--- src/rtl/vit_layer_sequencer.sv ---
`timescale 1ns/1ps
`default_nettype none
// +----------------------------------------------------------------------------+
// | vit_layer_sequencer: runs one shared encoder block once per ViT layer,      |
// | steering ping-pong activation buffers and guarding with a timeout. Rev 1.0  |
// +----------------------------------------------------------------------------+
module vit_layer_sequencer #(
  parameter int NUM_LAYERS     = 12,
  parameter int TIMEOUT_CYCLES = 1048576,
  parameter int TO_W           = 32
) (
  input  logic       clk,
  input  logic       rst_n,
  input  logic       start,
  input  logic       abort,
  input  logic [7:0] num_layers_cfg,
  output logic       blk_start,
  input  logic       blk_done,
  output logic [7:0] layer_idx,
  output logic       rd_buf_sel,
  output logic       buf_wr_en,
  output logic       busy,
  output logic       done,
  output logic       out_buf_sel,
  output logic       err
);

  localparam logic [7:0]      MAX_LAYERS = 8'(NUM_LAYERS);
  localparam logic [TO_W-1:0] TIMER_LAST = TO_W'(TIMEOUT_CYCLES - 1);

  typedef enum logic [2:0] {
    IDLE   = 3'd0,
    LAUNCH = 3'd1,
    WAIT   = 3'd2,
    COMMIT = 3'd3,
    FINISH = 3'd4
  } state_t;

  state_t          state, state_next;
  logic [7:0]      n_layers;
  logic [TO_W-1:0] timer;
  logic            accept;
  logic            last_layer;
  logic            timer_expired;

  always_ff @(posedge clk or negedge rst_n) begin
    if (!rst_n) state <= IDLE;
    else        state <= state_next;
  end

  always_comb begin
    accept        = (state == IDLE) && start && !abort;
    last_layer    = (layer_idx == n_layers - 8'd1);
    timer_expired = (timer == TIMER_LAST);
    state_next    = state;
    case (state)
      IDLE:    if (accept) state_next = (num_layers_cfg == 8'd0) ? FINISH : LAUNCH;
      LAUNCH:  state_next = WAIT;
      WAIT: begin
        if (blk_done)           state_next = COMMIT;
        else if (timer_expired) state_next = FINISH;
      end
      COMMIT:  state_next = last_layer ? FINISH : LAUNCH;
      FINISH:  state_next = IDLE;
      default: state_next = IDLE;
    endcase
    if (state != IDLE && abort) state_next = IDLE;

    // Aborting suppresses the current cycle's pulses as well.
    blk_start = (state == LAUNCH) && !abort;
    buf_wr_en = (state == COMMIT) && !abort;
    done      = (state == FINISH) && !abort;
    busy      = (state != IDLE);
  end

  always_ff @(posedge clk or negedge rst_n) begin
    if (!rst_n) begin
      n_layers    <= 8'd0;
      timer       <= '0;
      layer_idx   <= 8'd0;
      rd_buf_sel  <= 1'b0;
      out_buf_sel <= 1'b0;
      err         <= 1'b0;
    end else begin
      case (state)
        IDLE: begin
          if (accept) begin
            n_layers   <= (num_layers_cfg > MAX_LAYERS) ? MAX_LAYERS : num_layers_cfg;
            err        <= (num_layers_cfg == 8'd0);
            layer_idx  <= 8'd0;
            rd_buf_sel <= 1'b0;
          end
        end
        LAUNCH: timer <= '0;
        WAIT: begin
          timer <= timer + TO_W'(1);
          if (!abort && !blk_done && timer_expired) err <= 1'b1;
        end
        COMMIT: begin
          if (!abort) begin
            rd_buf_sel <= ~rd_buf_sel;
            // Final layer wrote into the buffer opposite the one it read.
            if (last_layer) out_buf_sel <= ~rd_buf_sel;
            else            layer_idx   <= layer_idx + 8'd1;
          end
        end
        default: ;
      endcase
    end
  end

endmodule
`default_nettype wire

--- config.mk ---
export PLATFORM = sky130hd
export DESIGN_NAME = vit_layer_sequencer
export DESIGN_NICKNAME = d
export VERILOG_FILES = /design/src/rtl/vit_layer_sequencer.sv
export SDC_FILE = /design/constraint.sdc
export NUM_CORES = 1
export LEC_CHECK = 0
export ABC_AREA = 1
export BUFFER_PORTS_ARGS = -buffer_cell sky130_fd_sc_hd__buf_2
export CAP_MARGIN = 5
export CORE_MARGIN = 1
export CORE_UTILIZATION = 39
export CTS_BUF_LIST = sky130_fd_sc_hd__clkbuf_2 sky130_fd_sc_hd__clkbuf_4 sky130_fd_sc_hd__clkbuf_8
export DETAILED_ROUTE_END_ITERATION = 12
export RECOVER_POWER = 50
export REMOVE_ABC_BUFFERS = 1
export SYNTH_ARGS = -nofsm -noshare
export SYNTH_HDL_FRONTEND = slang
export SYNTH_SLANG_ARGS = --single-unit
--- constraint.sdc ---
create_clock -name clk -period 4 [get_ports clk]
set_input_delay 0.4 -clock clk [delete_from_list [all_inputs] [get_ports clk]]
set_output_delay 0.4 -clock clk [all_outputs]
set_load 0.005 [all_outputs]
==> results of run 1 <==
[worst register-to-register path: cells and delay by family, from the launching register on]
family / cells / cell delay [ns]
buffers and inverters: 1 / 0.15
DFF: 1 / 0.42
and+or+nand+nor: 12 / 1.34
adders and majority gates: 1 / 0.27
[kinds of logic after synthesis]
| logic type | Yosys count | synth area share [%] |
|---|---|---|
| and+or+nand+nor | 296 | 38.88 |
| buffers and inverters | 80 | 8.721 |
| AOI/OAI and AO/OA | 55 | 8.865 |
| DFF | 54 | 38.92 |
| xor gates and xnor gates | 14 | 3.532 |
| adders and majority gates | 3 | 1.081 |
[flip-flops by register name, indices dropped and copies added, names as in the netlist]
name	cells
err	1
out_buf_sel	1
timer	32
rd_buf_sel	1
state	3
n_layers	8
layer_idx	8
[path summary, 6_finish.rpt]
kind / to / slack [ns] / cells past startpoint
setup reg to reg: layer_idx[4] / 1.78 / 14
hold / removal: n_layers[1] / 0.21 / 2
hold reg to reg: err / 0.49 / 2
max in group asynchronous: timer[14] / 3.31 / 2
setup / recovery: buf_wr_en / 1.78 / 4
min in group clk: n_layers[1] / 0.34 / 3
[through the flow]
step           std cells  util (%)  area [um^2]  total power, mW  hold WS [ns]
2_1_floorplan        493         -         3436            1.071        0.1044
3_3_place_gp         630     42.88         3721            1.245        0.4547
3_5_place_dp         630     42.88         3721            1.257        0.4640
4_1_cts              638     44.19         3835            1.634        0.2451
5_1_grt              638     44.10         3827            1.743        0.2882
6_report             638     44.10         3827            1.619        0.2073
[area by class of cell]
type	instances	area, um^2
clock buffers	7	83.83
clock inverters	1	30.03
fillers	920	4851
inverters	71	266.5
multi-input cells	368	1818
flip-flops and latches	54	1351
well taps	108	135.1
repair buffers	29	142.6
[metal layers]
metal	global-route usage, %	vias to the layer above	wire length, um
met5	0	-	0
met4	3.554	0	50
li1	-	1687	-
met3	2.686	5	252
met1	25.74	1570	4109
met2	34.22	61	4209
[synthesized netlist by cell type (4+ instances only)]
cell	number
nor4_1	5
nor2_1	65
dfrtp_1	54
a21oi_1	11
o22ai_1	4
inv_1	67
nand4_1	20
inv_2	4
clkbuf_1	7
nand2_1	127
o21ai_0	27
nor3_1	20
xor2_1	12
nand3_1	41
[cell usage in the layout (no fill, tap or decap), types with 4 or more instances in the layout]
cell type,instances
a21oi_1,11
buf_2,21
clkbuf_1,6
clkbuf_8,5
dfrtp_1,54
inv_1,67
inv_2,4
nand2_1,127
nand3_1,41
nand4_1,20
nor2_1,65
nor3_1,20
nor4_1,5
o21ai_0,27
o22ai_1,4
xor2_1,12
[power by group]
group | switching [mW] | internal [mW]
sequential | 0.0504 | 0.596
combinational | 0.426 | 0.170
clock | 0.175 | 0.201
==> results by stage, run 1 <==
Run status:
- The run finished with clean final reports.

Worst setup path:
- Data arrives at the worst endpoint at 1.82 ns.
- The worst setup path category is flop to output port.
- The kind of start point of the critical path is a flop.
- Walking the worst path, the cells encountered are nor3_1 > inv_2 > nor2_1 > buf_2.
- On the worst path, the slowest cell contributes a delay of 0.46 ns.
- The number of buffer and inverter instances along the worst setup path is 2.
- The largest individual stage delay along the critical path comes from the cell dfrtp_1.
- The worst reg2reg path startpoint is n_layers[0].
- The kind of end point of the critical path is an output port.
- Broken down by cell family, the worst path's largest delay share belongs to simple AND/OR/NAND/NOR gates.
- In this run the worst setup path begins at state[2].
- In this run the worst path has a maximum fanout of 10.
- STA puts the critical path data required time at 3.60 ns.

STA:
- The maximum clock rate is 449.7 MHz.
- For the pin with the worst max-slew slack, the measured transition is 0.7806 ns.
- The minimum period implied by the final worst setup slack is 2.224 ns.
- The worst setup slack after layout is 1.776 ns.
- The final setup violation count is 0.
- Setup repair after global routing left no endpoint under its margin.
- The worst setup skew after layout is 0.01113 ns.
- The final hold violation count is 0.
- Adding up every negative setup slack in the final design gives 0 ns.
- The normalized max-slew margin is 47.68%.
- The final count of pins violating max slew came to 0.
- The post-route clock period utilization is 55.60%.

Final layout:
- The proportion of layout cells with a drive suffix above 1 is 9.623%.
- The number of nets at the end of the flow is 545.
- The number of antenna cells inserted is 0.
- Relative to the synthesized area, the layout overhead comes to 10.23%.

Yosys:
- Each instance of the synthesized netlist takes up on average 6.916 um^2.
- After synthesis, flip-flops and latches occupy 38.92% of the total area.
- The gate count of the mapped netlist is 502.
- Sorting the synthesized cells by area gives the leading types as dfrtp_1 (39%), nand2_1 (14%), inv_1 (7.2%).
- The main flop type after synthesis is dfrtp_1.
- The number of enable flip-flop cells after synthesis is 0.
- The count of warnings emitted by yosys is 0.
- The cell taking the most area after synthesis is dfrtp_1.
- The count of distinct cell types in the synthesized netlist is 32.
- The share of the synthesized area in the top cell type is 38.92%.
- The synthesized design contains 54 register bits.
- In the synthesized netlist the async set-or-reset flop fraction comes to 100.0%.
- In this run the cell area of the synthesized design comes to 3472 um^2.

Die:
- In this run the standard cell core region covers 8678 um^2.
- The area enclosed by the die boundary is 9284 um^2.
- The total I/O pin count is 28.
- The die extent in x is 96.36 um.
- For this configuration, the core starts out at a cell density of 40.01%.
- The floorplan has 34 rows.
- From bottom edge to top edge, the die measures 96.36 um.

Routing:
- In this run, the number of DRC markers left after iteration 0 of detailed routing was 173.
- The number of iterations in the first detailed-routing pass is 5.
- The DRC violation count after routing is 0.
- The post-detailed-route count of antenna-violating nets is 0.
- After detailed routing, the total wire length is 8.621 mm.
- For this block, the via count after detailed routing is 3,323.
- After detailed routing, the average wire length per cell comes to 13.51 um.
- Using the TritonRoute via totals, the vias-per-cell ratio works out to 5.208.

Clock tree:
- The quantity of gates resized following cts is 0.
- The clock reaches the later pin of the worst-skew pair after 0.31 ns.
- The cell sitting at the root of the clock tree is a clkbuf_8.
- Counting along the longest clock path gives a buffer depth of 2.
- The hold-fix buffer count after cts is 0.
- TritonCTS built the clock tree.
- The H-tree was split into 2 levels.
- Buffers added to address setup during post-CTS repair amount to 0.
- The count of clock tree sinks is 54.
- Clock-pin slew was measured on the worst setup and hold paths at 0.10 ns.
- The total CTS buffers is 5.

Power and ir drop:
- The areal power density over the cells is 422.9 nW/um^2.
- The largest voltage drop on the vdd net is 164.7 uV.
- The static power due to leakage is 1.714 nW.

Global route:
- The maximum number of pins on one net before global-route repair is 55.
- After global routing the overflow that remains totals 0.
- The number of antenna violations at the first check in global routing is 0.
- The via count of the first global-routing pass was 3,030.
- The global-route usage over all layers is 19.51%.
- The first global-routing pass estimated 14.06 mm of wire.

Placed design:
- Prior to clock tree synthesis, the placed netlist has a worst setup slack of 1.781 ns.
- The congestion estimate from routability-driven global placement came to 0.9047.
- The detailed placement HPWL is 6.490 mm.
- The count of port buffers added during placement is 27.

Hold path:
- The classification of the worst-slack hold path is input port to async pin.

Run:
- The tool flagged a number of max-cap violations equal to 0.
Power figures use the tool's default switching activity.
==> inputs of run 2 (changes only) <==
==> constraint.sdc (replaced) <==
create_clock -name clk -period 2.3 [get_ports clk]
set_input_delay 0.23 -clock clk [delete_from_list [all_inputs] [get_ports clk]]
set_output_delay 0.23 -clock clk [all_outputs]
set_load 0.005 [all_outputs]
==> results by stage, run 2 (same netlist as run 1, synthesis figures left out) <==
STA:
- The minimum period implied by the final worst setup slack is 2.028 ns.
- At the pin with the least slew margin, the transition time is 1.183 ns.
- Setup repair after global routing left no endpoint under its margin.
- Measured against its own limit, the worst slew margin works out to 21.15%.
- The post-route clock period utilization is 88.17%.
- Timing would allow up to 493.1 MHz.
- The worst setup skew after layout is 0.01311 ns.
- The final hold violation count is 0.
- Adding up every negative setup slack in the final design gives 0 ns.
- Setup violations remaining at the end of the flow were counted as 0.
- The final count of pins violating max slew is 0.

Routing:
- After detailed routing, the number of remaining DRC violations is 0.
- The final routed wirelength across all metal layers is 8.729 mm.
- The overall via count from detail_route is 3,297.
- The number of vias per cell is 5.112.
- For this block, the initial DRC count from the detailed router was 200.
- Once detail routing completed, the nets flagged for antenna violations numbered 0.
- After detailed routing, the average wire length per cell comes to 13.53 um.
- The first detailed-routing pass took 5 iterations.

Clock tree:
- Once the clock tree was built, the setup fixing pass inserted 0 buffers.
- The H-tree generated during clock tree synthesis spans 2 levels.
- The clock-pin slew reported for the worst setup and hold paths after clock tree synthesis is 0.11 ns.
- The root buffer cell is clkbuf_8.
- TritonCTS built the clock tree.
- The count of clock tree sinks is 54.
- The total CTS buffers is 5.
- The worst-skew pair later-pin latency is 0.32 ns.
- The buffer levels on the longest clock path is 2.

Global route:
- Summed over all layers, the global routing overflow is 0.
- The maximum number of pins on one net before global-route repair is 32.
- The via count of the first global-routing pass is 3,185.
- The global-route wire length before repair is 14.76 mm.
- Across every metal layer, demand over resource in global routing totals 20.60%.
- The number of antenna violations at the first check in global routing was 0.

Final layout:
- Leaving out fill and tap cells, the most frequent cells in the layout are nand2_1 (127), inv_1 (67), nor2_1 (63), dfrtp_1 (54), nand3_1 (41).
- The flip-flop count of the largest register, all copies and words added is 32.
- The repair_antennas step left the layout with diodes totalling 0.
- In the final layout, the registers with the most flip-flops are timer: 32 flops, layer_idx: 8 flops, n_layers: 8 flops.
- For this run, the post-layout net count is 552.
- More flip-flops sit in one register than any other, and that register is timer.
- The growth of design area from synthesis to finish is 11.32%.
- The core occupancy in the finished layout is 44.54%.
- In the final layout, the share of cells above drive strength 1 is 11.17%.
- The final cell count without fillers is 645.
- The most common cell after layout, fill and taps aside is nand2_1.

Worst setup path:
- The kind of start point of the critical path is a flop.
- The logic depth of the worst register-to-register path is 14.
- The required time reported for the critical path endpoint is 2.07 ns.
- The worst setup path category is flop to output port.
- Along the worst path, the maximum fanout reaches 10.
- STA classifies the critical path endpoint as an output port.
- The endpoint arrival time on the critical path is 1.80 ns.

Power and ir drop:
- The total power after layout is 2.808 mW.
- The largest voltage drop on the vdd net is 236.9 uV.
- The static power due to leakage is 1.734 nW.
- The areal power density over the cells is 726.6 nW/um^2.

Die:
- The floorplan has 34 rows.
- The die extent in x is 96.36 um.
- The area of the placeable core is 8678 um^2.
- The area enclosed by the die boundary is 9284 um^2.
- The starting utilization of the core area is 40.01%.
- 28 I/O pins were placed.
- The y dimension of the die is 96.36 um.

Placed design:
- The detailed placement HPWL is 6.635 mm.
- The congestion estimate from routability-driven global placement came to 0.9270.
- Buffers placed on the I/O ports in this run total 27.
- The number of placed instances, taps included, is 636.

Hold path:
- The worst hold path belongs to the class input port to flop.
- Along the worst hold path, the cell count comes to 3.

Run:
- The number of max-capacitance violations reported is 0.

Run status:
- The run finished with clean final reports.
run 2: changes by cell type in the layout (fill, tap and decap cells not counted), moves of 2 or more:
cell / delta
buf_4: +4
clkbuf_4: -2
nor2_2: +2
nor2_1: -2
run 2: final timing paths:
| kind | slack (ns) | startpoint | endpoint |
|---|---|---|---|
| max in group asynchronous | 0.67 | rst_n | timer[17] |
| min in group asynchronous | 0.27 | rst_n | n_layers[0] |
| worst max-delay path | 0.27 | state[2] | buf_wr_en |
| worst max register to register | 0.30 | n_layers[0] | layer_idx[7] |
| worst min-delay path | 0.17 | num_layers_cfg[1] | n_layers[1] |
| worst min register to register | 0.50 | out_buf_sel | out_buf_sel |
run 2: cell type report:
class / instances / area, um^2
clock buffer: 5 / 68.82
clock inverter: 3 / 25.02
fill: 903 / 4813
inverter: 71 / 266.5
multi-input combinational: 368 / 1826
sequential: 54 / 1351
tap: 108 / 135.1
timing repair buffer: 36 / 192.7
run 2: worst max-delay path, cell delays in order, from the launching register on:
cell,delay [ns]
dfrtp_1,0.47
nor3_1,0.41
inv_2,0.16
nor2_1,0.26
buf_2,0.17
run 2: metal layers:
layer	global-route usage [%]	up-vias	wire length, um
li1	-	1701	-
met3	3.002	16	325
met4	5.637	0	136
met5	0	-	0
met1	26.11	1508	4077
met2	36.35	72	4189
run 2: per-stage QoR:
| step | instance area [um^2] | hold WS [ns] | setup WS [ns] |
|---|---|---|---|
| 6_report | 3865 | 0.1672 | 0.2722 |
| 5_1_grt | 3865 | 0.1921 | 0.008349 |
| 4_1_cts | 3870 | 0.1581 | 0.2002 |
| 3_5_place_dp | 3766 | 0.04478 | 0.2156 |
| 3_3_place_gp | 3766 | 0.04475 | 0.3148 |
| 2_1_floorplan | 3436 | -0.06559 | 0.2870 |
run 2: power by group:
part           switching, mW  total [mW]  internal (mW)
combinational          0.779        1.12          0.337
clock                  0.346       0.567          0.221
sequential            0.0888        1.13           1.04
run 2: repair_timing:
action	in CTS	in global routing
resized for setup	0	3
endpoints found under the setup margin	0	8
endpoints found under the hold margin	23	0
hold buffers	1	0
